## config.mk

```make
export PLATFORM = sky130hd
export DESIGN_NAME = multicycle_controller
export DESIGN_NICKNAME = d
export VERILOG_FILES = /design/src/rtl/multicycle_controller.sv
export SDC_FILE = /design/constraint.sdc
export NUM_CORES = 1
export LEC_CHECK = 0
export CORE_UTILIZATION = 39
export CTS_BUF_LIST = sky130_fd_sc_hd__clkbuf_4
export CTS_CLUSTER_SIZE = 40
export DETAILED_ROUTE_END_ITERATION = 6
export GPL_ROUTABILITY_DRIVEN = 0
export PLACE_DENSITY = 0.86
export SYNTH_ARGS = -nofsm -noshare
export SYNTH_HDL_FRONTEND = slang
export SYNTH_SLANG_ARGS = --single-unit
```

## constraint.sdc

```tcl
create_clock -name clk -period 5.4 [get_ports clk]
set_input_delay 1.62 -clock clk [delete_from_list [all_inputs] [get_ports clk]]
set_output_delay 1.62 -clock clk [all_outputs]
set_load 0.01 [all_outputs]
```

## src/rtl/multicycle_controller.sv

```systemverilog
// Multicycle RISC-V main controller: FSM, ALU decoder and immediate decoder.
// Define MEM_WAIT_EN to stall FETCH/MEMREAD/MEMWRITE until mem_ready.
module multicycle_controller (
   input  logic       clk,
   input  logic       reset,
   input  logic [6:0] op,
   input  logic [2:0] funct3,
   input  logic       funct7b5,
   input  logic       Zero,
   input  logic       mem_ready,
   output logic       PCWrite,
   output logic       IRWrite,
   output logic       MemWrite,
   output logic       RegWrite,
   output logic       AdrSrc,
   output logic [1:0] ResultSrc,
   output logic [1:0] ALUSrcA,
   output logic [1:0] ALUSrcB,
   output logic [1:0] ImmSrc,
   output logic [2:0] ALUControl,
   output logic [3:0] state
);

   typedef enum logic [3:0] {
      S_FETCH    = 4'd0,
      S_DECODE   = 4'd1,
      S_MEMADR   = 4'd2,
      S_MEMREAD  = 4'd3,
      S_MEMWB    = 4'd4,
      S_MEMWRITE = 4'd5,
      S_EXECUTER = 4'd6,
      S_ALUWB    = 4'd7,
      S_EXECUTEI = 4'd8,
      S_JAL      = 4'd9,
      S_BEQ      = 4'd10
   } state_e;

   localparam logic [6:0] OP_LW  = 7'b0000011;
   localparam logic [6:0] OP_SW  = 7'b0100011;
   localparam logic [6:0] OP_R   = 7'b0110011;
   localparam logic [6:0] OP_I   = 7'b0010011;
   localparam logic [6:0] OP_JAL = 7'b1101111;
   localparam logic [6:0] OP_BEQ = 7'b1100011;

   state_e     state_q, state_d;
   logic       mem_ok;
   logic       pc_update;
   logic       branch;
   logic       ir_write;
   logic       mem_write;
   logic       reg_write;
   logic [1:0] alu_op;

`ifdef MEM_WAIT_EN
   assign mem_ok = mem_ready;
`else
   logic unused_mem_ready;
   assign unused_mem_ready = mem_ready;
   assign mem_ok = 1'b1;
`endif

   always_ff @(posedge clk or posedge reset) begin
      if (reset) state_q <= S_FETCH;
      else       state_q <= state_d;
   end

   always_comb begin
      state_d   = S_FETCH;
      pc_update = 1'b0;
      branch    = 1'b0;
      ir_write  = 1'b0;
      mem_write = 1'b0;
      reg_write = 1'b0;
      alu_op    = 2'b00;
      AdrSrc    = 1'b0;
      ResultSrc = 2'b00;
      ALUSrcA   = 2'b00;
      ALUSrcB   = 2'b00;
      case (state_q)
         S_FETCH: begin
            ir_write  = mem_ok;
            pc_update = mem_ok;
            ALUSrcB   = 2'b10;
            ResultSrc = 2'b10;
            state_d   = mem_ok ? S_DECODE : S_FETCH;
         end
         S_DECODE: begin
            ALUSrcA = 2'b01;
            ALUSrcB = 2'b01;
            case (op)
               OP_LW, OP_SW: state_d = S_MEMADR;
               OP_R:         state_d = S_EXECUTER;
               OP_I:         state_d = S_EXECUTEI;
               OP_JAL:       state_d = S_JAL;
               OP_BEQ:       state_d = S_BEQ;
               default:      state_d = S_FETCH;
            endcase
         end
         S_MEMADR: begin
            ALUSrcA = 2'b10;
            ALUSrcB = 2'b01;
            state_d = (op == OP_LW) ? S_MEMREAD : S_MEMWRITE;
         end
         S_MEMREAD: begin
            AdrSrc  = 1'b1;
            state_d = mem_ok ? S_MEMWB : S_MEMREAD;
         end
         S_MEMWB: begin
            ResultSrc = 2'b01;
            reg_write = 1'b1;
         end
         S_MEMWRITE: begin
            // write strobe held for the whole wait, memory latches on ready
            AdrSrc    = 1'b1;
            mem_write = 1'b1;
            state_d   = mem_ok ? S_FETCH : S_MEMWRITE;
         end
         S_EXECUTER: begin
            ALUSrcA = 2'b10;
            alu_op  = 2'b10;
            state_d = S_ALUWB;
         end
         S_EXECUTEI: begin
            ALUSrcA = 2'b10;
            ALUSrcB = 2'b01;
            alu_op  = 2'b10;
            state_d = S_ALUWB;
         end
         S_ALUWB: begin
            reg_write = 1'b1;
         end
         S_JAL: begin
            ALUSrcA   = 2'b01;
            ALUSrcB   = 2'b10;
            pc_update = 1'b1;
            state_d   = S_ALUWB;
         end
         S_BEQ: begin
            ALUSrcA = 2'b10;
            alu_op  = 2'b01;
            branch  = 1'b1;
         end
         default: state_d = S_FETCH;
      endcase
   end

   // write enables are forced low while reset is held
   assign PCWrite  = ~reset & (pc_update | (branch & Zero));
   assign IRWrite  = ~reset & ir_write;
   assign MemWrite = ~reset & mem_write;
   assign RegWrite = ~reset & reg_write;
   assign state    = state_q;

   always_comb begin
      ALUControl = 3'b000;
      case (alu_op)
         2'b01: ALUControl = 3'b001;
         2'b10: begin
            case (funct3)
               3'b000:  ALUControl = (funct7b5 & op[5]) ? 3'b001 : 3'b000;
               3'b010:  ALUControl = 3'b101;
               3'b110:  ALUControl = 3'b011;
               3'b111:  ALUControl = 3'b010;
               default: ALUControl = 3'b000;
            endcase
         end
         default: ALUControl = 3'b000;
      endcase
   end

   always_comb begin
      case (op)
         OP_SW:   ImmSrc = 2'b01;
         OP_BEQ:  ImmSrc = 2'b10;
         OP_JAL:  ImmSrc = 2'b11;
         default: ImmSrc = 2'b00;
      endcase
   end

endmodule

```

==> results of run 1 <==
==> cell families (layout without fill, tap and decap cells) <==
kind of cell    count (synthesis)  after routing
fa+ha+maj                       2              2
xor+xnor                        4              4
buf+inv                        13             44
simple gates                   36             36
flops                           4              4
compound gates                 18             18
==> worst max-delay path, cell delays in order <==
cell and delay (ns):
clkdlybuf4s50_1 0.45, and4bb_2 0.38, nand2_1 0.09, o21ai_0 0.17, clkdlybuf4s50_1 0.56
==> power breakdown <==
| group | switching (mW) | total, mW | internal [mW] |
|---|---|---|---|
| registers | 0.0226 | 0.0571 | 0.0345 |
| clock network | 0.0138 | 0.0387 | 0.0249 |
| logic | 0.0499 | 0.123 | 0.0727 |
==> cell usage after synthesis, drive strengths merged <==
library cell  instances
or2                   1
xor2                  3
o21a                  1
a31oi                 3
inv                   8
nand2                 7
o311ai                1
and4bb                1
o31ai                 1
and2                  1
buf                   5
a21oi                 4
nor3b                 1
ha                    2
nor2b                 1
nand2b                3
nand3                 4
a31o                  1
xnor2                 1
a21o                  1
nor3                  8
dfrtp                 4
nor2                  6
nor4b                 1
o21ai                 6
nor4                  2
==> path summary, 6_finish.rpt <==
path | cells past startpoint | slack (ns) | end | start
min in group asynchronous | 2 | 1.69 | state[1] | reset
max in group asynchronous | 2 | 3.54 | state[3] | reset
worst max register to register | 3 | 4.15 | state[2] | state[0]
worst min-delay path | 2 | 0.72 | state[1] | state[3]
worst min register to register | 2 | 0.72 | state[1] | state[3]
worst max-delay path | 5 | 0.52 | ImmSrc[0] | op[3]
==> metal layers <==
layer	GRT usage (%)	part of all wire, %
met2	32.9	46
met1	25.7	43
met5	0	0
met3	6.36	6.6
met4	20.7	4.4
==> final cells by class <==
cell class,count,area (um^2),share of cell area (%)
clock buffers,3,22.5,2.55
inverters,8,30.0,3.39
multi-input cells,60,383,43.3
flip-flops and latches,4,100,11.3
well taps,15,18.8,2.12
repair buffers,33,330,37.3
==> impl_results.md, run 1 <==
* Slew headroom at 61.4%
* Top cell type's share of synthesized area at 18.5%
* Max_cap viols at 0
* Die area at 1540 um^2
* Final Power at 218 uW
* CTS Hold Bufs at 0
* Final hold viol count at 0
* Syn_area_per_cell at 7.02 um^2
* Synthesized-area fraction occupied by and/or/nand/nor cells at 39.6%
* # diodes at 0
* Mapped Cells at 77
* Clock root cell: clkbuf_4
* CP Data Required Time at 3.78 ns
* Routed length per placed instance at 11.7 um
* Share of cells above drive strength 1 at 6.48%
* DRC at 0
* Leakage at 0.337 nW
* Clock Pin Slew Worst Setup and Hold Paths at 0.05 ns
* Setup bufs post-CTS at 0
* Status: complete, no violations
* Die X-Extent at 39.2 um
* Starting density of the core at 41.5%
* Layout Cells excl Fill at 123
* Crit. End Element: output port
* Num CTS Buffers at 3
* Final hold slack at 0.717 ns
* Global Route Usage Sum at 22.5%
* WS Path Type: primary input to output port
* Crit path DAT at 3.26 ns
* IR drop worst, VDD at 0.000108 V
* Syn Std Cell Area at 541 um^2
* Final nets at 127
* I/O pins at 35
* Total negative slack at 0 ns
* Final wirelength at 1440 um
* CTS tree: yes
* Crit path time final at 4.88 ns
* Post-synthesis compound-gate area fraction at 20.1%
* Critical-path maximum fanout at 5
* Seq/Total Area, Yosys at 18.5%
* Drt first pass iters at 4
* Post-synthesis mux area share at 0%
* Clock Skew at 0.0144 ns
* Vias at 664
* Max reg flops at 4
* Die Y at 39.2 um
* DRT iter0 DRCs at 8
* # clock sinks at 4
* Antenna violation net count after detailed routing at 0
* Pre-CTS setup slack at 0.535 ns
* Power Dens Cells at 247 nW/um^2
* Setup crit start kind: primary input
* Max-slew violations at 0
* # fillers at 113
* Main combinational cell family by area after synthesis: simple AND/OR/NAND/NOR gates
* Largest net degree at the start of global routing at 19
* Max Freq at 0.205 GHz
* Commonest non-fill, non-tap cell in the layout: clkdlybuf4s50_1
* Fin worst setup slack at 0.515 ns
* Placed instance count at 120
* H-tree levels at 1
* Post-cts resize count at 0
* Synth top area cells: dfrtp_1 19%, nor3_1 7.4%, inv_1 5.6%, nand2_1 4.9%, xor2_1 4.9%
* Post-Syn Nets at 94
* Grt total ovfl at 0
* Synth Area in Adders at 4.63%
* Area Growth Syn to Fin at 63.7%
* Min-delay worst type: flip-flop to flip-flop
* Post-synthesis xor/xnor area fraction at 6.48%
* Synth area leader: dfrtp_1
* Post-layout util at 68.0%
* Initial antenna violation count at 0
* RSZ-0062 raised after global routing: false
* YS warnings at 0
* Worst-Margin Slew at 0.579 ns
* Clock buffer depth at 2
* Final Cycle Share at 90.5%
* Most frequent cells in the layout: 33 x clkdlybuf4s50_1, 8 x inv_1, 8 x nor3_1
* Vias/cell at 5.40
* Total setup violations reported at the end of the flow at 0
* DP HPWL at 1120 um
* Row cnt at 13
* Global-route wire length before repair at 2190 um
* Design area at 885 um^2
* Vias in the first global route at 529
* Later-pin clock latency in the skew report at 0.25 ns
* Post-synth cell types at 29
* Placed Instance Area at 862 um^2
* Number of synthesized register bits at 4
* Core area at 1300 um^2
* IO buf count at 33
Note: power is estimated with default switching activity, not from simulation.
==> inputs of run 2 (changes only) <==
- PLACE_DENSITY: 0.86 -> 0.88
==> impl_results.md, run 2 (synthesis gave the netlist of run 1 again) <==
* Row cnt at 13
* Core area at 1300 um^2
* Routed length per placed instance at 11.4 um
* Later-pin clock latency in the skew report at 0.24 ns
* Commonest non-fill, non-tap cell in the layout: clkdlybuf4s50_1
* Clock Pin Slew Worst Setup and Hold Paths at 0.04 ns
* DRT iter0 DRCs at 13
* Setup crit start kind: primary input
* Power Dens Cells at 245 nW/um^2
* CP Data Required Time at 3.78 ns
* WS Path Type: primary input to output port
* Worst Hold End: state[1]
* Final Cycle Share at 90.8%
* # diodes at 0
* Setup bufs post-CTS at 0
* Global Route Usage Sum at 21.1%
* Vias at 659
* Switching Power at 84.6 uW
* Clock Skew at 0.00447 ns
* # clock sinks at 4
* Final Power at 217 uW
* Crit path time final at 4.90 ns
* IR drop worst, VDD at 0.000117 V
* Num CTS Buffers at 3
* Max_cap viols at 0
* Min-delay worst type: flip-flop to flip-flop
* I/O pins at 35
* Drt first pass iters at 4
* Status: complete, no violations
* Vias in the first global route at 565
* Min-delay src: state[3]
* Grt total ovfl at 0
* Total setup violations reported at the end of the flow at 0
* Design area at 885 um^2
* Setup slack, reg-to-reg at 4.14 ns
* Starting density of the core at 41.5%
* Post-cts resize count at 0
* DRC at 0
* Critical-path maximum fanout at 5
* Share of cells above drive strength 1 at 6.48%
* Vias/cell at 5.36
* Max Freq at 0.204 GHz
* Hold depth at 2
* Reg power frac at 26.5%
* Max reg flops at 4
* Worst reg2reg path depth at 3
* Total negative slack at 0 ns
* Final hold viol count at 0
* Die area at 1540 um^2
* Comb power frac at 56.5%
* CTS tree: yes
* CTS Hold Bufs at 0
* RSZ-0062 raised after global routing: false
* R2R Path Start: state[0]
* Final wirelength at 1400 um
* Sw frac at 39.1%
* Largest net degree at the start of global routing at 19
* Leakage at 0.337 nW
* Internal power at 132 uW
* Most frequent cells in the layout: 33 x clkdlybuf4s50_1, 8 x inv_1, 8 x nor3_1
* Global-route wire length before repair at 2170 um
* Worst-Margin Slew at 0.589 ns
* Clock buffer depth at 2
* Initial antenna violation count at 0
* Max-slew violations at 0
* DP HPWL at 1100 um
* Clock root cell: clkbuf_4
* Reg2reg end: state[0]
* Final nets at 127
* Crit. End Element: output port
* Placed Instance Area at 862 um^2
* Slew headroom at 60.7%
* IO buf count at 33
* Die X-Extent at 39.2 um
* Crit path DAT at 3.28 ns
* Area Growth Syn to Fin at 63.7%
* Die Y at 39.2 um
* H-tree levels at 1
* Clock network fraction of total power at 17.0%
* Antenna violation net count after detailed routing at 0
==> run 2: how the worst max path moves through the flow <==
stage           endpoint  slack (ns)  depth (start not counted)   from
2_1_floorplan  ImmSrc[0]        1.49                          3  op[3]
3_3_place_gp   ImmSrc[0]        0.52                          5  op[3]
3_5_place_dp   ImmSrc[0]        0.54                          5  op[3]
4_1_cts        ImmSrc[0]        0.51                          5  op[3]
5_1_grt        ImmSrc[0]        0.39                          6  op[5]
6_report       ImmSrc[0]        0.50                          5  op[3]
==> run 2: final cells by class <==
cell class,count,area [um^2]
fill,123,417
multi-input combinational,60,383
timing repair buffer,33,330
sequential,4,100
inverter,8,30.0
clock buffer,3,22.5
tap,15,18.8
==> run 2: critical path, cell delays in order <==
cell and delay, ns:
clkdlybuf4s50_1 0.45, and4bb_2 0.37, nand2_1 0.09, o21ai_0 0.19, clkdlybuf4s50_1 0.57
==> run 2: metrics by stage <==
stage | utilization [%] | hold slack [ns] | cells | setup slack, ns
2_1_floorplan | - | 0.670 | 77 | 1.49
3_3_place_gp | 66.3 | 0.690 | 120 | 0.520
3_5_place_dp | 66.3 | 0.709 | 120 | 0.536
4_1_cts | 68.0 | 0.713 | 123 | 0.511
5_1_grt | 68.0 | 0.768 | 123 | 0.386
6_report | 68.0 | 0.717 | 123 | 0.497
==> run 2: per-layer routing <==
layer / share of wire (%) / up-vias / track usage [%] / wire length (um)
met5: 0 / - / 0 / 0
met4: 1.2 / 0 / 12.9 / 17
met3: 5.6 / 2 / 3.47 / 78
met2: 47 / 30 / 35.4 / 662
met1: 46 / 290 / 24.6 / 640
li1: - / 337 / - / -
==> run 2: power by group through the flow <==
stage / Sequential, mW / Combinational [mW] / Clock, mW
3_3_place_gp: 0.0570 / 0.122 / 0
4_1_cts: 0.0574 / 0.123 / 0.0382
2_1_floorplan: 0.0398 / 0.0748 / 0
3_5_place_dp: 0.0579 / 0.122 / 0
6_report: 0.0574 / 0.122 / 0.0369
5_1_grt: 0.0601 / 0.135 / 0.0422
